===== src/rtl/mmio_bank.sv =====
// mmio_bank: memory-mapped I/O register bank on the HACK data-memory bus.
// The window starts at BASE and is laid out as follows:
//   offset 0..NOUT-1 : output registers, read/write, driven onto out_pins
//   offset NOUT      : input register, read-only (synchronised in_pins)
//   offset NOUT+1    : sticky rising-edge event register, write-1-to-clear
// The event register only exists when MMIO_BANK_EDGE_EN is defined. Without
// it the window shrinks to NOUT+1 words and offset NOUT+1 is undecoded.
// Reads are registered and return the value held before any same-cycle write.
module mmio_bank #(
  parameter int unsigned BASE = 32'h7400,
  parameter int unsigned AW   = 15,
  parameter int unsigned DW   = 16,
  parameter int unsigned NOUT = 4
) (
  input  logic                 clk50m,
  input  logic                 rst,
  input  logic [AW-1:0]        addr,
  input  logic [DW-1:0]        wr_data,
  input  logic                 we,
  input  logic [DW-1:0]        in_pins,
  output logic [NOUT*DW-1:0]   out_pins,
  output logic [DW-1:0]        rd_data,
  output logic                 sel
);

`ifdef MMIO_BANK_EDGE_EN
  localparam int unsigned NWIN = NOUT + 2;
`else
  localparam int unsigned NWIN = NOUT + 1;
`endif

  localparam logic [AW-1:0] BASE_A = AW'(BASE);
  localparam logic [AW-1:0] LAST_A = AW'(BASE + NWIN - 1);
  localparam logic [AW-1:0] OFF_IN = AW'(NOUT);

  logic [AW-1:0] offset;
  logic          in_win;
  logic [DW-1:0] out_reg [NOUT];
  logic [DW-1:0] s1;
  logic [DW-1:0] s2;
  logic [DW-1:0] rd_next;

  // Offset is taken modulo 2^AW; it is only meaningful while in_win is set.
  assign offset = addr - BASE_A;
  assign in_win = (addr >= BASE_A) && (addr <= LAST_A);

  // Output registers: load on a decoded write to their own offset.
  always_ff @(posedge clk50m) begin
    if (rst) begin
      for (int i = 0; i < int'(NOUT); i++) out_reg[i] <= '0;
    end else if (we && in_win) begin
      for (int i = 0; i < int'(NOUT); i++) begin
        if (offset == AW'(i)) out_reg[i] <= wr_data;
      end
    end
  end

  for (genvar g = 0; g < int'(NOUT); g++) begin : g_out
    assign out_pins[g*DW +: DW] = out_reg[g];
  end

  // Two-flop synchroniser for the asynchronous board inputs.
  always_ff @(posedge clk50m) begin
    if (rst) begin
      s1 <= '0;
      s2 <= '0;
    end else begin
      s1 <= in_pins;
      s2 <= s1;
    end
  end

`ifdef MMIO_BANK_EDGE_EN
  localparam logic [AW-1:0] OFF_EV = AW'(NOUT + 1);

  logic [DW-1:0] s3;
  logic [DW-1:0] ev;
  logic [DW-1:0] rise;
  logic [DW-1:0] clr;

  assign rise = s2 & ~s3;
  assign clr  = (we && in_win && (offset == OFF_EV)) ? wr_data : '0;

  // Edge-detect delay and sticky event bits; a new rise overrides a clear.
  always_ff @(posedge clk50m) begin
    if (rst) begin
      s3 <= '0;
      ev <= '0;
    end else begin
      s3 <= s2;
      ev <= (ev & ~clr) | rise;
    end
  end
`endif

  // Read mux over the pre-edge register contents; undecoded reads give zero.
  always_comb begin
    rd_next = '0;
    if (in_win) begin
      for (int i = 0; i < int'(NOUT); i++) begin
        if (offset == AW'(i)) rd_next = out_reg[i];
      end
      if (offset == OFF_IN) rd_next = s2;
`ifdef MMIO_BANK_EDGE_EN
      if (offset == OFF_EV) rd_next = ev;
`endif
    end
  end

  // Registered read data and window-hit flag for the top-level read mux.
  always_ff @(posedge clk50m) begin
    if (rst) begin
      rd_data <= '0;
      sel     <= 1'b0;
    end else begin
      rd_data <= rd_next;
      sel     <= in_win;
    end
  end

endmodule


===== config.mk =====
export PLATFORM = sky130hd
export DESIGN_NAME = mmio_bank
export DESIGN_NICKNAME = d
export VERILOG_FILES = /design/src/rtl/mmio_bank.sv
export SDC_FILE = /design/constraint.sdc
export NUM_CORES = 1
export LEC_CHECK = 0
export ABC_AREA = 1
export CAP_MARGIN = 10
export CORE_AREA = 2 2 141 116
export CTS_CLUSTER_SIZE = 24
export DETAILED_ROUTE_END_ITERATION = 7
export DIE_AREA = 0 0 143 118
export PLACE_DENSITY = 0.59
export SLEW_MARGIN = 40
export SYNTH_ARGS = -nofsm -noshare
export SYNTH_HDL_FRONTEND = slang
export SYNTH_SLANG_ARGS = --single-unit
export TNS_END_PERCENT = 30

===== constraint.sdc =====
create_clock -name clk50m -period 10.02 [get_ports clk50m]
set_input_delay 3.006 -clock clk50m [delete_from_list [all_inputs] [get_ports clk50m]]
set_output_delay 3.006 -clock clk50m [all_outputs]
set_load 0.01 [all_outputs]

==> metrics <==
Lkg Pwr 2.54 nW; post-synthesis sequential area ratio 63.8%; antenna violations before repair 0; Initial DRT Pass Iterations 5; routability cong. 0.846; setup bufs post-CTS 0; worst hold path type flop to flop; final slew viol count 0; cell count of the worst hold path 2; number of flip-flops in the largest register 64; fillcell total about 1,500; Crit path largest cell delay slightly above 600 ps; cell row count 41; setup TNS 0 ps; via count 3,830; vias in the first global route 3,688; clk sinks between 100 and 150; worst-path fanout max 63; CTS tree built; setup ws final 3870 ps; Initial Utilization between 20 and 30%; Worst Max-Slew Pin Slew 775 ps; port bufs 130; total wire length 13.2 mm; Worst Hold Path EP s2[9]; Die Y-Extent 118 µm; fraction of layout cells with a size suffix above 1 roughly 9%; 1st-iter DRT viols 275; total core area 0.0154 mm²; clock buffer depth 2; Worst Path Class, Setup input port to flop; CP max stage cell nor2_8; # resized after CTS 0; flops & latches, synth 113; reg2reg start out_reg[3][3]; Die Wd approximately 140 µm; Vias per Instance 4.61; dpl hpwl 9.76 mm; RR Endpoint rd_data[3]; mapped cell area approximately 0.0046 mm²; status finished clean; die area 0.0169 mm²; synth-to-layout area growth 45.6%; clock slew at reported path FFs 50 ps; total power per unit cell area 175 mW/mm²; CTS H-tree lvls 4; CP most frequent cell nand2_2; Synth Warn # 0; clk_lat worst skew just over 400 ps; post-synth net total 518; final worst-path cycle share about 60%; diodes inserted 0; Inserted Clock Buffers 17; antenna-violating nets left 0; hold wc startpoint s1[9]; hold buffers post-CTS 0; wire per inst 16.0 µm; largest net degree at the start of global routing 64; R2R cell count 3; Rel. slew slack 48.3%; Hold Violations, Final 0; R2R setup slack around 9000 ps; CP Launch Type input port; Ports 131; GRT Total Usage 16.1%; Setup Viol. Count Final 0; Root Buffer clkbuf_16; Avg Cell Area, Syn 9.73 µm²; Fin Clk Skew roughly 4.4 ps; Max Cap Viol 0; Worst Path Arrival 6260 ps; fin nets about 650; FMAX 162 MHz; endpoint class of the critical path flop; VDD IR max 118 µV; Syn Inst Count 468; distinct cell type count after synthesis 25; WP data required 10,130 ps; GR Overflow Total 0; unrepaired setup endpoints after global routing no; critical-path cell list clkdlybuf4s50_1, nor2_1, nand3_1, nor2_8, nand2_1, nand2_2, nand2_2, o21ai_1, buf_4; first-pass GRT wire length roughly 20 mm; Final Critical Period 6150 ps; DRC errors left 0; Place WS 3470 ps
[cell type report]
cell class | instances | area [µm²] | share of cell area (%)
Multi-Input combinational cell | 267 | 1310 | 19.7
Clock inverter | 13 | 98.8 | 1.49
Tap cell | 215 | 269 | 4.06
Inverter | 70 | 263 | 3.96
Clock buffer | 19 | 464 | 7.00
Sequential cell | 113 | 2900 | 43.8
Timing Repair Buffer | 133 | 1320 | 20.0
[cell usage after synthesis]
library cell  count  area (µm²)
a21oi_1          12        60.1
a21oi_4           1        16.3
buf_1             3        11.3
buf_2             7        35.0
buf_4             1        7.51
buf_6             3        33.8
clkbuf_1          4        15.0
dfxtp_1          49         981
edfxtp_1         64        1920
inv_1            68         255
inv_2             2        7.51
nand2_1          11        41.3
nand2_2           5        31.3
nand2_4           1        11.3
nand3_1          52         260
nand3b_1          1        7.51
nand4_1          23         144
nand4_4           1        21.3
nor2_1          133         499
nor2_2            3        18.8
nor2_4            3        33.8
nor2_8            1        20.0
o211ai_1          7        52.6
o21ai_0          11        55.1
or2_2             2        12.5
[power breakdown]
| group | switching [mW] | internal (mW) |
|---|---|---|
| Sequential | 0.0128 | 0.509 |
| Combinational | 0.0379 | 0.0435 |
| Clock | 0.219 | 0.339 |
| Total | 0.270 | 0.892 |
[how the worst max path moves through the flow]
stage,from,to,slack [ps],depth (start not counted)
floorplan,addr[5],out_reg[0][0],4660,7
CTS,addr[8],out_reg[0][12],3910,9
global route,addr[8],out_reg[0][12],3550,9
finish,addr[8],out_reg[0][12],3870,9
global placement,addr[9],out_reg[2][8],3610,8
detailed placement,addr[8],out_reg[0][5],3470,9
[cell families after synthesis]
family	share of synthesized area [%]
AOI/OAI and AO/OA	4.04
buffers and inverters	8.02
DFF	63.8
and+or+nand+nor	24.2
[cell usage in the layout (no fill, tap or decap), types with 7 or more instances in the layout]
cell type	n
o211ai_1	7
dfxtp_1	49
edfxtp_1	64
nand4_1	23
inv_1	68
nand2_1	11
clkdlybuf4s50_1	130
nand3_1	52
a21oi_1	12
nor2_1	133
o21ai_0	7
clkbuf_16	18
[stage by stage]
step	util (%)	cell area (µm²)	power [mW]	cells	hold WS, ps
5_1_grt	42.9	6630	1.20	830	424
3_3_place_gp	39.2	6050	0.612	798	398
2_1_floorplan	-	4550	0.552	468	388
3_5_place_dp	39.3	6070	0.613	798	398
4_1_cts	42.9	6630	1.17	830	407
6_report	42.9	6630	1.16	830	404
[critical path, delay by kind of cell]
| family | cells | cell delay [ps] |
|---|---|---|
| AND/OR/NAND/NOR | 6 | 1930 |
| AO/OA/AOI/OAI | 1 | 570 |
| buffers and inverters | 2 | 730 |
[layer usage]
metal	global-route usage [%]	routed length [µm]
met5	0	0
met4	5.69	204
met3	5.49	1520
met2	24.6	5950
met1	21.1	5570
Power figures use the tool's default switching activity.
